## config.mk

```make
export PLATFORM = sky130hd
export DESIGN_NAME = fpga_cfg_loader
export DESIGN_NICKNAME = d
export VERILOG_FILES = /design/src/rtl/fpga_cfg_pkg.sv /design/src/rtl/cfg_pclk_gen.sv /design/src/rtl/fpga_cfg_loader.sv
export SDC_FILE = /design/constraint.sdc
export NUM_CORES = 1
export LEC_CHECK = 0
export CORE_MARGIN = 2
export CORE_UTILIZATION = 55
export CTS_BUF_LIST = sky130_fd_sc_hd__clkbuf_16
export DETAILED_ROUTE_END_ITERATION = 12
export GPL_ROUTABILITY_DRIVEN = 0
export GPL_TIMING_DRIVEN = 1
export PLACE_DENSITY = 0.79
export SLEW_MARGIN = 5
export SYNTH_ARGS = -nofsm -noshare
export SYNTH_HDL_FRONTEND = slang
export SYNTH_HIERARCHICAL = 1
export SYNTH_SLANG_ARGS = --single-unit
```

## constraint.sdc

```tcl
create_clock -name clk -period 2.85 [get_ports clk]
set_input_delay 0.57 -clock clk [delete_from_list [all_inputs] [get_ports clk]]
set_output_delay 0.57 -clock clk [all_outputs]
set_load 0.005 [all_outputs]
```

## src/rtl/fpga_cfg_pkg.sv

```systemverilog
// Shared types and the CRC-8 helper for the configuration-chain loader.
package fpga_cfg_pkg;

  typedef enum logic [2:0] {
    ST_IDLE,
    ST_WAIT_BYTE,
    ST_SETUP,
    ST_PULSE,
    ST_FINISH
  } cfg_state_t;

  localparam logic [7:0] CRC8_POLY = 8'h07;

  // One MSB-first CRC-8 step for a single serial bit.
  function automatic logic [7:0] crc8_step(input logic [7:0] crc, input logic din);
    logic fb;
    fb = crc[7] ^ din;
    return {crc[6:0], 1'b0} ^ (fb ? CRC8_POLY : 8'h00);
  endfunction

endpackage

```

## src/rtl/cfg_pclk_gen.sv

```systemverilog
// prog_clk phase timer: counts PCLK_DIV clk cycles while enabled and strobes
// phase_done_o in the last cycle of each phase.
module cfg_pclk_gen #(
  parameter int PCLK_DIV = 2
) (
  input  logic clk,
  input  logic rst_i,
  input  logic en_i,
  output logic phase_done_o
);

  localparam int CW = (PCLK_DIV > 1) ? $clog2(PCLK_DIV) : 1;
  localparam logic [CW-1:0] LAST = CW'(PCLK_DIV - 1);

  logic [CW-1:0] cnt_q, cnt_d;

  assign phase_done_o = en_i && (cnt_q == LAST);

  always_comb begin
    cnt_d = cnt_q + 1'b1;
    if (!en_i || phase_done_o) cnt_d = '0;
  end

  always_ff @(posedge clk or posedge rst_i) begin
    if (rst_i) cnt_q <= '0;
    else       cnt_q <= cnt_d;
  end

endmodule

```

## src/rtl/fpga_cfg_loader.sv

```systemverilog
// Byte-stream to configuration-chain loader: serialises bytes MSB-first onto
// ccff_head with PCLK_DIV-paced prog_clk pulses. Optional tail CRC: CFG_TAIL_CRC_EN.
module fpga_cfg_loader
  import fpga_cfg_pkg::*;
#(
  parameter int CHAIN_LEN = 256,
  parameter int PCLK_DIV  = 2,
  parameter int TIMEOUT   = 1024
) (
  input  logic       clk,
  input  logic       reset,
  input  logic       start,
  input  logic       abort,
  input  logic [7:0] byte_in,
  input  logic       byte_valid,
  output logic       byte_ready,
  output logic       prog_clk,
  output logic       ccff_head,
  input  logic       ccff_tail,
  output logic       busy,
  output logic       done,
  output logic       error,
  output logic [7:0] tail_crc
);

  localparam int CNT_W  = $clog2(CHAIN_LEN + 1);
  localparam int WAIT_W = $clog2(TIMEOUT + 1);
  localparam logic [CNT_W-1:0]  LAST_BIT  = CNT_W'(CHAIN_LEN - 1);
  localparam logic [WAIT_W-1:0] WAIT_LAST = WAIT_W'(TIMEOUT - 1);

  cfg_state_t        state_q, state_d;
  logic [7:0]        shreg_q, shreg_d;
  logic [CNT_W-1:0]  bit_cnt_q, bit_cnt_d;
  logic [2:0]        byte_bit_q, byte_bit_d;
  logic [WAIT_W-1:0] wait_q, wait_d;
  logic prog_clk_q, prog_clk_d, ccff_head_q, ccff_head_d;
  logic busy_q, busy_d, done_q, done_d, error_q, error_d;
  logic phase_done, start_ok, timeout, bit_shift;

  cfg_pclk_gen #(.PCLK_DIV(PCLK_DIV)) u_pclk_gen (
    .clk          (clk),
    .rst_i        (reset),
    .en_i         ((state_q == ST_SETUP) || (state_q == ST_PULSE)),
    .phase_done_o (phase_done)
  );

  always_ff @(posedge clk or posedge reset) begin
    if (reset) begin
      state_q     <= ST_IDLE;
      shreg_q     <= '0;
      bit_cnt_q   <= '0;
      byte_bit_q  <= '0;
      wait_q      <= '0;
      prog_clk_q  <= 1'b0;
      ccff_head_q <= 1'b0;
      busy_q      <= 1'b0;
      done_q      <= 1'b0;
      error_q     <= 1'b0;
    end else begin
      state_q     <= state_d;
      shreg_q     <= shreg_d;
      bit_cnt_q   <= bit_cnt_d;
      byte_bit_q  <= byte_bit_d;
      wait_q      <= wait_d;
      prog_clk_q  <= prog_clk_d;
      ccff_head_q <= ccff_head_d;
      busy_q      <= busy_d;
      done_q      <= done_d;
      error_q     <= error_d;
    end
  end

  // Abort overrides every other transition out of a non-idle state.
  always_comb begin
    state_d    = state_q;
    shreg_d    = shreg_q;
    bit_cnt_d  = bit_cnt_q;
    byte_bit_d = byte_bit_q;
    wait_d     = wait_q;
    start_ok   = 1'b0;
    timeout    = 1'b0;
    bit_shift  = 1'b0;
    if (abort && state_q != ST_IDLE) begin
      state_d = ST_IDLE;
    end else begin
      case (state_q)
        ST_IDLE: if (start && !abort) begin
          state_d   = ST_WAIT_BYTE;
          bit_cnt_d = '0;
          wait_d    = '0;
          start_ok  = 1'b1;
        end
        ST_WAIT_BYTE: begin
          if (byte_valid) begin
            shreg_d    = byte_in;
            byte_bit_d = '0;
            state_d    = ST_SETUP;
          end else if (wait_q == WAIT_LAST) begin
            timeout = 1'b1;
            state_d = ST_IDLE;
          end else begin
            wait_d = wait_q + 1'b1;
          end
        end
        ST_SETUP: if (phase_done) state_d = ST_PULSE;
        ST_PULSE: if (phase_done) begin
          bit_shift  = 1'b1;
          shreg_d    = {shreg_q[6:0], 1'b0};
          bit_cnt_d  = bit_cnt_q + 1'b1;
          byte_bit_d = byte_bit_q + 1'b1;
          if (bit_cnt_q == LAST_BIT) begin
            state_d = ST_FINISH;
          end else if (byte_bit_q == 3'd7) begin
            state_d = ST_WAIT_BYTE;
            wait_d  = '0;
          end else begin
            state_d = ST_SETUP;
          end
        end
        ST_FINISH: state_d = ST_IDLE;
        default:   state_d = ST_IDLE;
      endcase
    end
  end

  // Outputs are registered from the next state, so data moves only on SETUP entry.
  always_comb begin
    prog_clk_d  = (state_d == ST_PULSE);
    busy_d      = (state_d == ST_WAIT_BYTE) || (state_d == ST_SETUP) || (state_d == ST_PULSE);
    ccff_head_d = ccff_head_q;
    done_d      = done_q;
    error_d     = error_q;
    if (state_d == ST_SETUP && state_q != ST_SETUP) ccff_head_d = shreg_d[7];
    if (start_ok) begin
      done_d  = 1'b0;
      error_d = 1'b0;
    end
    if (state_d == ST_FINISH && state_q != ST_FINISH) done_d = 1'b1;
    if (timeout) error_d = 1'b1;
  end

  assign byte_ready = (state_q == ST_WAIT_BYTE);
  assign prog_clk   = prog_clk_q;
  assign ccff_head  = ccff_head_q;
  assign busy       = busy_q;
  assign done       = done_q;
  assign error      = error_q;

`ifdef CFG_TAIL_CRC_EN
  logic [7:0] crc_q, crc_d;

  always_comb begin
    crc_d = crc_q;
    if (start_ok)       crc_d = 8'h00;
    else if (bit_shift) crc_d = crc8_step(crc_q, ccff_tail);
  end

  always_ff @(posedge clk or posedge reset) begin
    if (reset) crc_q <= 8'h00;
    else       crc_q <= crc_d;
  end

  assign tail_crc = crc_q;
`else
  logic unused_tail;
  assign unused_tail = ccff_tail;
  assign tail_crc    = 8'h00;
`endif

endmodule

```

======== Word level (Yosys, flattened, before mapping) ========
Index checks and enable logic that the tools add are counted.
cells by class
  bitwise logic cells ..................... 1
  multiplexer cells ....................... 37
  reduce and logical (&&, ||, !) cells .... 21
  add/sub/neg operators ................... 4
  eq/ne operators ......................... 19
operators with widths
  operator                 count
  $mux W11                 6
  $pmux W11 S3             1
  $mux W3                  9
  $mux W8                  3
  $mux W9                  2
  $pmux W9 S2              1
  $pmux W8 S2              1
  $eq A3 B2 Y1 const B     4
  $pmux W3 S4              1
  $add A11 B1 Y11 const B  1
  $eq A11 B10 Y1 const B   1
  $mux W1                  11
  $ne A2 B2 Y1 const B     5
  $add A9 B1 Y9 const B    1
  $eq A9 B8 Y1 const B     1
  $reduce_and A4 Y1        2
  $reduce_and A8 Y1        1
  $reduce_bool A2 Y1       4
  $eq A3 B1 Y1 const B     2
  $eq A3 B3 Y1 const B     2
  $pmux W3 S2              1
  $reduce_bool A3 Y1       2
  $logic_and A1 B1 Y1      5
  $logic_or A1 B1 Y1       4
  9 further kinds          11
storage, ports and cells
  logic and storage cells ................. 94
  output and inout port bits .............. 14
  input port bits ......................... 14
  register bits ........................... 40

======== Longest topological paths before layout ========
  depth after elaboration ................. 9
  mapped depth ............................ 9
  mapped depth without buffers ............ 9

======== Cells and area by module ========
Netlist, hierarchy kept.
by module, submodules not included
  module           times used  sequential area each (sq um)  area an instance (sq um)  cells an instance
  fpga_cfg_loader  1           975.9                         2117.0                    228
  cfg_pclk_gen     1           25.0                          45.0                      4

======== Worst setup path before layout ========
OpenSTA, ideal clock, no wires.
  kind .................................... register -> register
  start point ............................. reg bit_cnt_q[0]
  end point ............................... reg ccff_head_q (netlist: ccff_head)
  buffers on the path ..................... 0
  clock period less this slack ............ 2019 ps
  required time ........................... 2725 ps
  slack ................................... 831 ps
  cell stages (with the launch flop) ...... 10
  library setup time ...................... 125 ps
  arrival ................................. 1894 ps
  path through ............................ dfrtp_1 -> ha_1 -> nand3_1 -> nor2_1 -> ha_1 -> o2111a_1 -> nor2_1 -> nand2_1 -> a211oi_2 -> mux2_4
between the ends
  cells in the longest elaborated chain, start to end .. 7
ends and longest elaborated chain
  what                    line                    RTL
  start, declared         fpga_cfg_loader.sv:33   logic [CNT_W-1:0] bit_cnt_q, bit_cnt_d;
  start signal, assigned  fpga_cfg_loader.sv:62   bit_cnt_q <= bit_cnt_d;
  $eq A9 B8 Y1            fpga_cfg_loader.sv:111  if (bit_cnt_q == LAST_BIT) begin
  $mux W3                 fpga_cfg_loader.sv:111
  $mux W3                 fpga_cfg_loader.sv:106  ST_PULSE: if (phase_done) begin
  $pmux W3 S4             fpga_cfg_loader.sv:86   case (state_q)
  $mux W3                 fpga_cfg_loader.sv:83   if (abort && state_q != ST_IDLE) begin
  $eq A3 B2 Y1            fpga_cfg_loader.sv:133  if (state_d == ST_SETUP && state_q != ST_SETUP) ccff_head_d = shreg_d[7];
  $logic_and A1 B1 Y1     fpga_cfg_loader.sv:133
  end signal, assigned    fpga_cfg_loader.sv:66   ccff_head_q <= ccff_head_d;
  end, declared           fpga_cfg_loader.sv:36   logic prog_clk_q, prog_clk_d, ccff_head_q, ccff_head_d;
No other way between the ends.
A chain may end at the register's enable or synchronous reset.

======== Worst setup path after layout ========
  start point ............................. reg state_q[0]
  end point ............................... out byte_ready
between the ends
  cells in the longest elaborated chain, start to end .. 1
ends and longest elaborated chain
  what                    line                    RTL
  start, declared         fpga_cfg_loader.sv:31   cfg_state_t state_q, state_d;
  start signal, assigned  fpga_cfg_loader.sv:60   state_q <= state_d;
  $eq A3 B1 Y1            fpga_cfg_loader.sv:142  assign byte_ready = (state_q == ST_WAIT_BYTE);
  end, declared           fpga_cfg_loader.sv:16   output logic byte_ready,
No other way between the ends.

==> impl_summary.txt <==
----------------------------------------------------
[Floorplan]
  DIE WIDTH ... 66.7 um
  # rows ... 22
  Effective utilization at floorplan ... 0.582
  Die extent in y ... 66.7 um
  Die Footprint ... 0.00445 mm2
  I/O pin total ... 28
  Standard cell core area ... 0.00372 mm2

[Placed design]
  Post-place setup slack ... 373 ps
  Count of buffers inserted at the top-level ports ... 18
  Detail Placement HPWL ... 3030 um

[STA]
  Actual slew at the worst max-slew pin ... 764 ps
  Number of pins exceeding their max-slew limit in the final report ... 0
  Highest achievable clock rate ... 383 MHz
  Number of endpoints with negative hold slack in the final report ... 0
  Worst Slack Setup Final ... 240 ps
  Minimum clock period after layout ... 2610 ps
  Period Utilization, post-route ... 0.916
  Post-Route Skew ... 3.55 ps
  Setup violation total in the final timing report ... 0
  Final setup TNS ... 0 ps
  Unrepaired setup endpoints after global routing ... no
  Worst max-slew margin expressed relative to the limit ... 0.487

[CTS]
  Post-CTS Repair Setup Buffers ... 0
  Clock tree from TritonCTS ... done
  Number of buffers created by CTS ... 5
  Worst-path clk slew ... 50 ps
  Clock tree root buffer cell ... sky130_fd_sc_hd__clkbuf_16
  TritonCTS sink count ... 40
  Quantity of hold-fixing buffers added after cts ... 0
  Cts repair resizes ... 0
  Clock Latency Late Sink ... 280 ps
  CTS max path bufs ... 2
  Level count of the clock H-tree ... 2

[Global routing]
  Vias in the first global route ... 1619
  Total track usage ... 0.223
  Maximum number of pins on one net before global-route repair ... 23
  Grt ovf ... 0
  First-pass GRT wire length ... 7410 um
  Number of antenna violations at the first check in global routing ... 0

[Drt]
  Number of iterations in the first detailed-routing pass ... 4
  Routed via count divided by cell count ... 5.70
  DRC violations left ... 0
  Final WL ... 4330 um
  Average wire per standard cell ... 14.4 um
  Routed vias ... 1710
  Count of routing violations after the opening detailed-route iteration ... 108
  Post-DRT Antenna Nets ... 0

[Final layout]
  Final net count ... 270
  Synthesis-to-layout area growth ... 15.0%
  Fraction of final layout cells sized beyond drive strength 1 ... 0.0754
  Leading cell type in the layout, fill and taps excluded ... sky130_fd_sc_hd__dfrtp_1
  Most used cells in the layout excluding fill and tap cells ... 40 x sky130_fd_sc_hd__dfrtp_1, 20 x sky130_fd_sc_hd__o21ai_0
  Fraction of the core area covered by cells at the end of the flow ... 0.669
  Diodes inserted ... 0

[Logic synthesis]
  Post-synth design cell area ... 0.00216 mm2
  Part of the Yosys area used for sequential elements ... 0.463
  EDFF count, synth ... 0
  Number of synthesized register bits ... 40
  Avg Synthesized Cell Area ... 9.32 um2
  Proportion of register bits with asynchronous set or reset after synthesis ... 1.00
  Count of mapped cells out of synthesis ... 232
  Synth Flop Type ... sky130_fd_sc_hd__dfrtp_1
  Count of synthesis-stage warnings from yosys ... 6
  Post-synthesis cell type count ... 53

[Status]
  Status ... completed

[Power and ir drop]
  Final Power ... 0.00163 W
  Clock power share ... 0.322
  Power density relative to cell area ... 656 mW/mm2
  Switching part of the total ... 0.297
  Internal Dissipation ... 0.00115 W
  Standby leakage power ... 1.08 nW
  Maximum VDD drop ... 0.000374 V
  Fraction of power consumed by combinational cells ... 0.216
  Sw power ... 0.000484 W
  Portion of total power attributed to sequential cells ... 0.462

[Critical path]
  Nature of the critical path startpoint ... flop
  Type of destination of the critical path ... output pin
  Highest fanout seen on the critical path ... 13
  Critical path data required time ... 2280 ps
  Data arrival, critical path ... 2040 ps
  Critical setup path kind ... reg -> out

[Hold path]
  Hold WC Path Type ... in -> async

[Flow run]
  Max Cap Viol ... 0

----------------------------------------------------
-- area by class of cell --
cell class / count / area (um2)
Fill cell: 307 / 1230
Inverter: 13 / 48.8
Tap cell: 48 / 60.1
Multi-Input combinational cell: 169 / 1030
Timing Repair Buffer: 22 / 210
Clock inverter: 3 / 11.3
Clock buffer: 5 / 125
Sequential cell: 40 / 1000
-- critical path: stages, from the launching register on --
cell	delay, ps
sky130_fd_sc_hd__dfrtp_1	550
sky130_fd_sc_hd__nand2b_1	140
sky130_fd_sc_hd__or2_1	350
sky130_fd_sc_hd__inv_2	190
sky130_fd_sc_hd__clkdlybuf4s50_1	530
-- power by group through the flow --
stage	registers, W	logic (W)	clock network (W)
after detailed placement	0.000757	0.000352	0
after floorplan	0.000722	0.000282	0
after global placement	0.000754	0.000341	0
final	0.000753	0.000352	0.000525
after global routing	0.000767	0.000397	0.000564
after CTS	0.000751	0.000356	0.000536
-- per-stage QoR --
stage	hold slack (ps)	instances	area, um2
6_report	462	300	2490
5_1_grt	470	300	2490
4_1_cts	464	300	2490
3_5_place_dp	470	292	2350
3_3_place_gp	463	292	2350
2_1_floorplan	299	239	2190
-- Yosys cell counts, drive strengths merged (2+ instances only) --
cell type	instances	area, um2
clkbuf	2	7.51
xnor2	3	26.3
nor2	18	67.6
o31ai	5	37.5
o21ai	24	120
nor2b	3	18.8
and2	6	38.8
o2111ai	2	17.5
nand2b	5	31.3
nor3	3	15.0
nand4	3	25.0
or3	3	18.8
o21a	3	23.8
nand2	18	67.6
inv	13	48.8
or2	2	12.5
buf	15	101
o41ai	2	17.5
and2b	2	16.3
a21oi	19	98.9
a22oi	6	45.0
nor4	2	27.5
nand3	7	35.0
and3	4	25.0
ha	5	62.6
o311ai	2	25.0
dfrtp	40	1000
-- final timing paths --
kind                                     from  slack [ps]  cells after the start               end
max in group asynchronous               reset        1940                      3              done
worst max register to register     state_q[1]         410                      7         wait_q[3]
min in group clk                byte_bit_q[0]         480                      1     byte_bit_q[0]
worst min register to register  byte_bit_q[0]         480                      1     byte_bit_q[0]
worst max-delay path               state_q[0]         240                      4        byte_ready
worst min-delay path                    reset         460                      2  u_pclk_gen/cnt_q
-- per-layer routing --
metal  wire length [um]  up-vias  share of wire  track usage
met3                187        5          0.043       0.0557
met2               2040       42           0.47        0.343
met4                 43        0         0.0099       0.0867
li1                   -      851              -            -
met1               2050      812           0.47        0.302
met5                  0        -              0            0
-- registers in the layout, indices dropped and copies added (netlist names) --
name and flops:
u_pclk_gen/cnt_q 1, busy 1, bit_cnt_q 9, error 1, wait_q 11, done 1, byte_bit_q 3, shreg_q 8
state_q 3, prog_clk 1, ccff_head 1
-- cells by family after synthesis --
kind of cell,share of synthesized area
buf+inv,0.0729
compound gates,0.219
xor+xnor,0.0122
mux,0.00694
other cells,0.00173
simple gates,0.196
flops,0.463
fa+ha+maj,0.0289
No activity file was read; power rests on OpenSTA's default activity.
